File: config.mk
export PLATFORM = sky130hd
export DESIGN_NAME = ifetch_flat
export DESIGN_NICKNAME = d
export VERILOG_FILES = /design/src/rtl/ifetch_if.sv /design/src/rtl/ifetch.sv /design/src/flat_wrapper.sv
export SDC_FILE = /design/constraint.sdc
export NUM_CORES = 1
export LEC_CHECK = 0
export ABC_AREA = 1
export CAP_MARGIN = 20
export CORE_AREA = 2 2 91 159
export CTS_BUF_LIST = sky130_fd_sc_hd__clkbuf_8
export DETAILED_ROUTE_END_ITERATION = 16
export DIE_AREA = 0 0 93 161
export PLACE_DENSITY = 0.75
export SYNTH_ARGS = -nofsm -noshare
export SYNTH_HDL_FRONTEND = slang
export SYNTH_SLANG_ARGS = --single-unit
File: constraint.sdc
create_clock -name clk -period 3.4 [get_ports clk]
set_input_delay 0.34 -clock clk [delete_from_list [all_inputs] [get_ports clk]]
set_output_delay 0.34 -clock clk [all_outputs]
set_load 0.01 [all_outputs]
File: src/rtl/ifetch_if.sv
// Fetch-stage bundle: pc feedback, instruction memory bus and decode handshake.
// With IFETCH_MISALIGN_EN defined the bundle also carries instr_misalign.
interface ifetch_if #(
  parameter int XLEN = 32
);
  logic [XLEN-1:0] pc;
  logic [XLEN-1:0] pc_next;
  logic            pc_en;

  logic            imem_req;
  logic [XLEN-1:0] imem_addr;
  logic            imem_gnt;
  logic            imem_rvalid;
  logic [31:0]     imem_rdata;

  logic            redirect;
  logic [XLEN-1:0] redirect_target;

  logic            instr_valid;
  logic [31:0]     instr;
  logic [XLEN-1:0] instr_pc;
  logic            instr_ready;
`ifdef IFETCH_MISALIGN_EN
  logic            instr_misalign;
`endif

  // master: the fetch stage; slave: pc register, memory and decode around it
  modport master (
    input  pc,
    output pc_next, pc_en,
    output imem_req, imem_addr,
    input  imem_gnt, imem_rvalid, imem_rdata,
    input  redirect, redirect_target,
    output instr_valid, instr, instr_pc,
    input  instr_ready
`ifdef IFETCH_MISALIGN_EN
    , output instr_misalign
`endif
  );

  modport slave (
    output pc,
    input  pc_next, pc_en,
    input  imem_req, imem_addr,
    output imem_gnt, imem_rvalid, imem_rdata,
    output redirect, redirect_target,
    input  instr_valid, instr, instr_pc,
    output instr_ready
`ifdef IFETCH_MISALIGN_EN
    , input instr_misalign
`endif
  );
endinterface

File: src/rtl/ifetch.sv
// Instruction fetch stage: one outstanding imem read, FETCH/WAIT/HOLD sequencing.
// Optional IFETCH_MISALIGN_EN flags misaligned pc instead of issuing a fetch.
module ifetch #(
  parameter int          XLEN        = 32,
  parameter logic [31:0] RESET_INSTR = 32'h0000_0013
) (
  input logic     clk,
  input logic     rst,
  ifetch_if.master bus
);

  typedef enum logic [1:0] {
    FETCH = 2'd0,
    WAIT  = 2'd1,
    HOLD  = 2'd2
  } state_e;

  state_e          state_q, state_d;
  logic            discard_q, discard_d;
  logic [XLEN-1:0] fetch_pc_q, fetch_pc_d;
  logic [31:0]     instr_q, instr_d;
  logic [XLEN-1:0] instr_pc_q, instr_pc_d;
  logic            instr_valid_q, instr_valid_d;

`ifdef IFETCH_MISALIGN_EN
  logic            misalign_q, misalign_d;
  logic            pc_misaligned;

  assign pc_misaligned      = |bus.pc[1:0];
  assign bus.imem_req       = (state_q == FETCH) && !pc_misaligned && !rst;
  assign bus.instr_misalign = misalign_q;
`else
  assign bus.imem_req       = (state_q == FETCH) && !rst;
`endif

  assign bus.imem_addr   = {bus.pc[XLEN-1:2], 2'b00};
  assign bus.pc_en       = bus.redirect || ((state_q == HOLD) && bus.instr_ready);
  assign bus.pc_next     = bus.redirect ? bus.redirect_target : bus.pc + XLEN'(4);
  assign bus.instr_valid = instr_valid_q;
  assign bus.instr       = instr_q;
  assign bus.instr_pc    = instr_pc_q;

  always_comb begin
    state_d       = state_q;
    discard_d     = discard_q;
    fetch_pc_d    = fetch_pc_q;
    instr_d       = instr_q;
    instr_pc_d    = instr_pc_q;
    instr_valid_d = instr_valid_q;
`ifdef IFETCH_MISALIGN_EN
    misalign_d    = misalign_q;
`endif

    case (state_q)
      FETCH: begin
`ifdef IFETCH_MISALIGN_EN
        if (pc_misaligned) begin
          // No request goes out; a redirect simply keeps us in FETCH on the new pc.
          if (!bus.redirect) begin
            state_d       = HOLD;
            instr_d       = RESET_INSTR;
            instr_pc_d    = bus.pc;
            instr_valid_d = 1'b1;
            misalign_d    = 1'b1;
          end
        end else
`endif
        if (bus.imem_gnt) begin
          state_d    = WAIT;
          fetch_pc_d = bus.pc;
          // A redirect in the grant cycle makes the response stale before it lands.
          discard_d  = bus.redirect;
        end
      end

      WAIT: begin
        if (bus.imem_rvalid) begin
          if (discard_q || bus.redirect) begin
            state_d   = FETCH;
            discard_d = 1'b0;
          end else begin
            state_d       = HOLD;
            instr_d       = bus.imem_rdata;
            instr_pc_d    = fetch_pc_q;
            instr_valid_d = 1'b1;
          end
        end else if (bus.redirect) begin
          discard_d = 1'b1;
        end
      end

      HOLD: begin
        if (bus.redirect || bus.instr_ready) begin
          state_d       = FETCH;
          instr_valid_d = 1'b0;
`ifdef IFETCH_MISALIGN_EN
          misalign_d    = 1'b0;
`endif
        end
      end

      default: begin
        state_d = FETCH;
      end
    endcase
  end

  always_ff @(posedge clk or posedge rst) begin
    if (rst) begin
      state_q       <= FETCH;
      discard_q     <= 1'b0;
      fetch_pc_q    <= '0;
      instr_q       <= RESET_INSTR;
      instr_pc_q    <= '0;
      instr_valid_q <= 1'b0;
`ifdef IFETCH_MISALIGN_EN
      misalign_q    <= 1'b0;
`endif
    end else begin
      state_q       <= state_d;
      discard_q     <= discard_d;
      fetch_pc_q    <= fetch_pc_d;
      instr_q       <= instr_d;
      instr_pc_q    <= instr_pc_d;
      instr_valid_q <= instr_valid_d;
`ifdef IFETCH_MISALIGN_EN
      misalign_q    <= misalign_d;
`endif
    end
  end

endmodule

File: src/flat_wrapper.sv
// flat-port wrapper written by rule: the top's interface ports become plain ports
module ifetch_flat 
#(
  parameter int          XLEN        = 32,
  parameter logic [31:0] RESET_INSTR = 32'h0000_0013
)
  (clk, rst, bus_pc, bus_pc_next, bus_pc_en, bus_imem_req, bus_imem_addr, bus_imem_gnt, bus_imem_rvalid, bus_imem_rdata, bus_redirect, bus_redirect_target, bus_instr_valid, bus_instr, bus_instr_pc, bus_instr_ready);
  ifetch_if #(.XLEN(XLEN)) bus_i ();
  input logic clk;
  input logic rst;
  input wire logic [$bits(bus_i.pc)-1:0] bus_pc;
  output wire logic [$bits(bus_i.pc_next)-1:0] bus_pc_next;
  output wire logic [$bits(bus_i.pc_en)-1:0] bus_pc_en;
  output wire logic [$bits(bus_i.imem_req)-1:0] bus_imem_req;
  output wire logic [$bits(bus_i.imem_addr)-1:0] bus_imem_addr;
  input wire logic [$bits(bus_i.imem_gnt)-1:0] bus_imem_gnt;
  input wire logic [$bits(bus_i.imem_rvalid)-1:0] bus_imem_rvalid;
  input wire logic [$bits(bus_i.imem_rdata)-1:0] bus_imem_rdata;
  input wire logic [$bits(bus_i.redirect)-1:0] bus_redirect;
  input wire logic [$bits(bus_i.redirect_target)-1:0] bus_redirect_target;
  output wire logic [$bits(bus_i.instr_valid)-1:0] bus_instr_valid;
  output wire logic [$bits(bus_i.instr)-1:0] bus_instr;
  output wire logic [$bits(bus_i.instr_pc)-1:0] bus_instr_pc;
  input wire logic [$bits(bus_i.instr_ready)-1:0] bus_instr_ready;
  assign bus_i.pc = bus_pc;
  assign bus_pc_next = bus_i.pc_next;
  assign bus_pc_en = bus_i.pc_en;
  assign bus_imem_req = bus_i.imem_req;
  assign bus_imem_addr = bus_i.imem_addr;
  assign bus_i.imem_gnt = bus_imem_gnt;
  assign bus_i.imem_rvalid = bus_imem_rvalid;
  assign bus_i.imem_rdata = bus_imem_rdata;
  assign bus_i.redirect = bus_redirect;
  assign bus_i.redirect_target = bus_redirect_target;
  assign bus_instr_valid = bus_i.instr_valid;
  assign bus_instr = bus_i.instr;
  assign bus_instr_pc = bus_i.instr_pc;
  assign bus_i.instr_ready = bus_instr_ready;
  ifetch #(.XLEN(XLEN), .RESET_INSTR(RESET_INSTR)) u_core (.clk(clk), .rst(rst), .bus(bus_i));
endmodule
==> results of run 1 <==
## state kept, by name, indices dropped and copies added, names as in the netlist
| register | cells |
|---|---|
| u_core.bus.instr | 32 |
| u_core.bus.instr_pc | 32 |
| u_core.fetch_pc_q | 32 |
| u_core.state_q | 2 |
| u_core.bus.instr_valid | 1 |
| u_core.discard_q | 1 |
## layout by cell type, fill, tap and decap left out, types with 2 or more instances in the layout
cell type,Yosys,layout
a21oi_1,3,3
and2_1,3,3
buf_12,0,2
buf_4,32,6
clkbuf_8,0,9
clkdlybuf4s50_1,0,230
conb_1,1,2
dfrtp_1,97,97
dfstp_2,3,3
inv_1,44,45
inv_6,0,2
mux2_4,59,59
nand2_1,171,171
nand2_2,2,2
nand3_1,36,35
nor2_1,38,38
nor2_2,7,7
o21ai_0,55,55
o31ai_1,2,2
xor2_1,3,3
## path summary, 6_finish.rpt
kind / startpoint / to / slack [ns] / cells after the start
max in group asynchronous: rst / u_core.fetch_pc_q[19] / 2.32 / 4
worst max register to register: u_core.state_q[0] / u_core.bus.instr[3] / 1.59 / 5
worst min-delay path: rst / u_core.fetch_pc_q[5] / 0.27 / 2
worst max-delay path: bus_pc[2] / bus_pc_next[24] / 0.44 / 11
worst min register to register: u_core.fetch_pc_q[9] / u_core.fetch_pc_q[9] / 0.49 / 2
min in group clk: u_core.fetch_pc_q[9] / u_core.fetch_pc_q[9] / 0.49 / 2
## critical path, cell delays in order
cell and delay, ns:
clkdlybuf4s50_1 0.54, ha_1 0.19, nand2_1 0.09, nor2_2 0.18, nand2_1 0.16, nor2_1 0.27, nand2_1 0.09, nand2_1 0.07
nand3_1 0.08, nand2_1 0.08, clkdlybuf4s50_1 0.53
## cell families after synthesis
logic type	synth area share, %
AO/OA/AOI/OAI	6.08
XOR/XNOR	0.489
adder cells (fa/ha/maj)	0.233
buffers and inverters	9.80
flip-flops	46.6
multiplexers	16.7
other	0.0698
AND/OR/NAND/NOR	20.0
## cell type report
type | instances | area, sq um | share of cell area [%]
inverters | 45 | 171 | 2.18
clock buffers | 9 | 124 | 1.58
well taps | 177 | 221 | 2.82
clock inverters | 7 | 67.6 | 0.860
multi-input cells | 389 | 2350 | 29.9
repair buffers | 239 | 2410 | 30.7
flip-flops and latches | 100 | 2510 | 31.9
## per-stage QoR
stage | setup slack [ns] | std cells | power (mW) | util [%]
2_1_floorplan | 0.446 | 585 | 3.19 | -
3_3_place_gp | 0.499 | 949 | 4.37 | 55.8
3_5_place_dp | 0.458 | 949 | 4.42 | 55.8
4_1_cts | 0.447 | 965 | 5.18 | 57.2
5_1_grt | 0.306 | 966 | 5.45 | 57.4
6_report | 0.444 | 966 | 5.12 | 57.4
## power groups by stage
stage	combinational (mW)	sequential [mW]	clock (mW)
CTS	2.34	2.07	0.772
floorplan	0.965	2.22	0
finish	2.31	2.06	0.741
global route	2.48	2.14	0.829
global placement	2.31	2.06	0
detailed placement	2.33	2.09	0
## layer usage
metal / part of all wire [%] / wire, microns / vias to the layer above
met3: 5.3 / 765 / 32
met2: 53 / 7570 / 169
met4: 4.1 / 594 / 0
met5: 0 / 0 / -
met1: 38 / 5400 / 2063
li1: - / - / 2260
==> impl_metrics.csv, run 1 <==
group,metric,value,unit
worst_setup_path,critPathLaunchType,"input port",
die,core_area,0.0137,sq mm
worst_setup_path,critPathArrivalTime,2.62,ns
global_routing,grt_usage,19.6,%
die,initial_utilization,39.2,%
yosys,syn_area,0.00537,sq mm
cts,post_cts_buffers,0,
yosys,synth_seq_cells,100,
cts,insertion_delay,0.35,ns
cts,cts_made_buffers,9,
cts,cts.sinks,100,
route,drc_errors,0,
final_layout,num_antenna_cells,0,
final_layout,fillerInstances,1248,
yosys,synth-seq-area-share,46.6,%
cts,clockBufferDepth,2,
cts,hold_buffers,0,
power_and_ir_drop,power.share.clock,14.5,%
global_routing,grt_util_met3,3.40,%
cts,clock_tree.root_cell,"clkbuf_8",
final_layout,area_delta_synth_final,46.2,%
die,die_x,93,microns
run_status,status,"completed",
power_and_ir_drop,power_density,652,mW/mm^2
global_routing,grt_overflow,0,
final_layout,drive_gt1_share,12.5,%
route,detail-route-antenna-nets,0,
timing,fin_skew,0.0121,ns
placed_design,dp_hpwl,11300,microns
cts,cts_max_level,3,
power_and_ir_drop,intPower,3.56,mW
global_routing,busiest_layer,"met2",
global_routing,antenna_found_initial,0,
yosys,synth_edf_count,0,
yosys,synthArstFlopShare,100,%
worst_hold_path,hold_class,"input port to asynchronous set/reset pin",
global_routing,grt_max_degree,87,
yosys,synth_top_cells_by_count,"171 x nand2_1, 97 x dfrtp_1, 59 x mux2_4",
global_routing,grt_pass1_wl,23100,microns
yosys,synth.area.top_cells,"dfrtp_1 45%, mux2_4 16%, nand2_1 12%, o21ai_0 5.1%, buf_4 4.5%",
final_layout,final_area,0.00785,sq mm
job,max_cap_viol_count,0,
power_and_ir_drop,switching_share,30.4,%
yosys,synth_ff_type,"dfrtp_1",
placed_design,post_dp_cell_area,0.00763,sq mm
yosys,synthCells,584,
route,wl_per_cell,14.8,microns
timing,final_hold_viol_count,0,
worst_setup_path,cp.required,3.06,ns
die,rows,57,
cts,clkTransAtPathRegs,0.10,ns
power_and_ir_drop,seqPwrFrac,40.3,%
worst_setup_path,crit_fanout,4,
timing,clock.fmax,338,MHz
power_and_ir_drop,comb_power_share,45.2,%
yosys,synth_cell_types,28,
global_routing,grtUsageMet1,22.6,%
cts,cts_tree,"built",
timing,fin_crit_sh,86.9,%
power_and_ir_drop,switchingPower,1.56,mW
route,viasPerCell,4.68,
die,fp.dieH,161,microns
final_layout,fin_nets,887,
timing,timing.hold.ws,0.274,ns
route,drtIter0Drc,217,
power_and_ir_drop,ir_drop,226,uV
timing,fin_tns_setup,0,ns
placed_design,gp_congestion,0.964,
global_routing,met2_usage,34.4,%
yosys,yosysTopAreaCell,"dfrtp_1",
route,firstDrtPassIters,7,
timing,rsz0062_at_grt,"no",
placed_design,port_buffers,230,
route,routed_wl,14300,microns
route,routed-via-count,4524,
worst_setup_path,end_kind,"output port",
power_and_ir_drop,cellLeakagePower,3.69,nW
yosys,synth_area_per_cell,9.20,sq um
yosys,synth_warnings,0,
die,die-area,0.0150,sq mm
timing,setup_viol_count_final,0,
timing,fin_crit,2.96,ns
timing,maxSlewViolCount,0,
die,io_pins,233,
yosys,yosysTopAreaCellShare,45.2,%
cts,cts_resized,0,
global_routing,grt_pass1_vias,4593,
yosys,yosys.cell_count.top_type,"nand2_1",
worst_setup_path,worstSetupPathType,"input port to output port",
Note: power is estimated with default switching activity, not from simulation.
==> run 2: changes to the inputs <==
--- a/config.mk
+++ b/config.mk
@@ -7,10 +7,10 @@
 export LEC_CHECK = 0
 export ABC_AREA = 1
 export CAP_MARGIN = 20
-export CORE_AREA = 2 2 91 159
+export CORE_AREA = 5 5 94 162
 export CTS_BUF_LIST = sky130_fd_sc_hd__clkbuf_8
 export DETAILED_ROUTE_END_ITERATION = 16
-export DIE_AREA = 0 0 93 161
+export DIE_AREA = 0 0 99 167
 export PLACE_DENSITY = 0.75
 export SYNTH_ARGS = -nofsm -noshare
 export SYNTH_HDL_FRONTEND = slang
==> run 2 against run 1 <==
Against the previous run: clock power up 15%; via count shrank 0.18%; setup slack better by 0.039 ns; first-iteration DRC count grew 6.9%; highest routed layer unchanged; largest power group unchanged; critical endpoint is now bus_pc_next[28].
==> impl_metrics.csv, run 2 (same netlist as run 1, synthesis figures left out) <==
group,metric,value,unit
run_status,status,"completed",
timing,clock.fmax,343,MHz
timing,maxSlewViolCount,0,
cts,insertion_delay,0.37,ns
worst_setup_path,critPathLaunchType,"input port",
worst_setup_path,cp.required,3.06,ns
final_layout,fillerInstances,1225,
final_layout,fin_nets,885,
timing,fin_crit,2.92,ns
placed_design,dp_slack,0.484,ns
placed_design,post_dp_cell_area,0.00764,sq mm
route,routed_wl,15200,microns
timing,setup_viol_count_final,0,
cts,clkTransAtPathRegs,0.11,ns
timing,slew_headroom,52.8,%
global_routing,antenna_found_initial,0,
final_layout,layout_commonest_cell,"clkdlybuf4s50_1",
route,wl_per_cell,15.8,microns
die,fp.dieH,167,microns
worst_setup_path,critPathTopFamily,"buffers and inverters",
timing,setup_ws,0.483,ns
die,die_x,99,microns
worst_setup_path,cp_num_buf_inv,2,
global_routing,grt_pass1_vias,4676,
route,detail-route-antenna-nets,0,
worst_setup_path,cp_slowest_cell,"clkdlybuf4s50_1",
final_layout,multi_input_area,0.00235,sq mm
die,rows,57,
die,initial_utilization,39.0,%
worst_setup_path,cp-startpoint,"bus_pc[2]",
placed_design,dp_hpwl,12100,microns
cts,post_cts_buffers,0,
placed_design,port_buffers,230,
timing,final_hold_viol_count,0,
cts,hold_buffers,0,
route,viasPerCell,4.68,
global_routing,grt_pass1_wl,24300,microns
timing,fin_crit_sh,85.8,%
route,routed-via-count,4516,
worst_setup_path,end_kind,"output port",
die,io_pins,233,
timing,tightest_slew,0.708,ns
placed_design,gp_congestion,0.865,
global_routing,grt_max_degree,58,
final_layout,num_antenna_cells,0,
job,max_cap_viol_count,0,
timing,fin_skew,0.0160,ns
worst_setup_path,crit_fanout,7,
worst_setup_path,cp_common_cell,"nand2_1",
cts,cts_resized,0,
route,firstDrtPassIters,5,
route,drtIter0Drc,232,
global_routing,grt_usage,18.5,%
timing,rsz0062_at_grt,"no",
cts,cts_made_buffers,9,
final_layout,final_area,0.00787,sq mm
die,die-area,0.0165,sq mm
global_routing,grt_overflow,0,
cts,cts_tree,"built",
worst_hold_path,hold_class,"input port to asynchronous set/reset pin",
final_layout,seq_area,0.00251,sq mm
final_layout,area_delta_synth_final,46.5,%
final_layout,drive_gt1_share,12.6,%
power_and_ir_drop,cellLeakagePower,3.69,nW
worst_setup_path,worstSetupPathType,"input port to output port",
worst_setup_path,slowest_delay,0.54,ns
cts,clock_tree.root_cell,"clkbuf_8",
final_layout,final_cell_mix,"230 x clkdlybuf4s50_1, 171 x nand2_1, 97 x dfrtp_1",
worst_setup_path,r2r_start,"u_core.state_q[1]",
cts,cts.sinks,100,
worst_setup_path,crit_chain,"clkdlybuf4s50_1 -> ha_1 -> nand2_1 -> nor2_2 -> nand2_2 -> nor2_2 -> nand2_1 -> nand2_1 -> nand3_1 -> nand2_1 -> clkdlybuf4s50_1",
power_and_ir_drop,power_density,666,mW/mm^2
cts,clockBufferDepth,2,
die,core_area,0.0138,sq mm
timing,fin_tns_setup,0,ns
route,drc_errors,0,
power_and_ir_drop,ir_drop,287,uV
worst_setup_path,critPathArrivalTime,2.58,ns
cts,cts_max_level,3,
[run 2: cell types whose count changed in the layout (fill, tap and decap cells not counted), sizes merged]
cell    change
bufinv      +1
buf         -2
inv         -1
[run 2: area by class of cell]
| class | count | share of cell area, % |
|---|---|---|
| clock buffer | 9 | 1.57 |
| tap | 177 | 2.81 |
| clock inverter | 7 | 1.34 |
| inverter | 45 | 2.18 |
| multi-input combinational | 389 | 29.8 |
| timing repair buffer | 237 | 30.4 |
| sequential | 100 | 31.8 |
[run 2: final timing paths]
kind / cells after the start / endpoint / slack [ns]
setup / recovery: 11 / bus_pc_next[28] / 0.48
max in group asynchronous: 3 / u_core.bus.instr[1] / 2.18
hold reg to reg: 2 / u_core.fetch_pc_q[0] / 0.49
min in group clk: 2 / u_core.fetch_pc_q[0] / 0.49
hold / removal: 2 / u_core.fetch_pc_q[10] / 0.48
setup reg to reg: 4 / u_core.bus.instr[30] / 1.62
[run 2: metrics by stage]
| stage | hold slack [ns] | total power [mW] | util [%] | instances |
|---|---|---|---|---|
| 2_1_floorplan | 0.438 | 3.19 | - | 585 |
| 3_3_place_gp | 0.466 | 4.38 | 55.5 | 948 |
| 3_5_place_dp | 0.474 | 4.44 | 55.5 | 948 |
| 4_1_cts | 0.485 | 5.32 | 57.2 | 964 |
| 5_1_grt | 0.511 | 5.56 | 57.2 | 964 |
| 6_report | 0.484 | 5.24 | 57.2 | 964 |
[run 2: where the power goes]
group / switching, mW / total [mW] / internal (mW)
combinational: 0.862 / 2.33 / 1.46
sequential: 0.308 / 2.06 / 1.75
clock: 0.424 / 0.851 / 0.426
[run 2: per-layer routing]
layer	vias to the layer above	part of all wire [%]	GRT usage, %
li1	2245	-	-
met1	2089	38	20.9
met2	163	54	33.4
met3	19	6.0	4.02
met4	0	2.2	7.25
met5	-	0	0
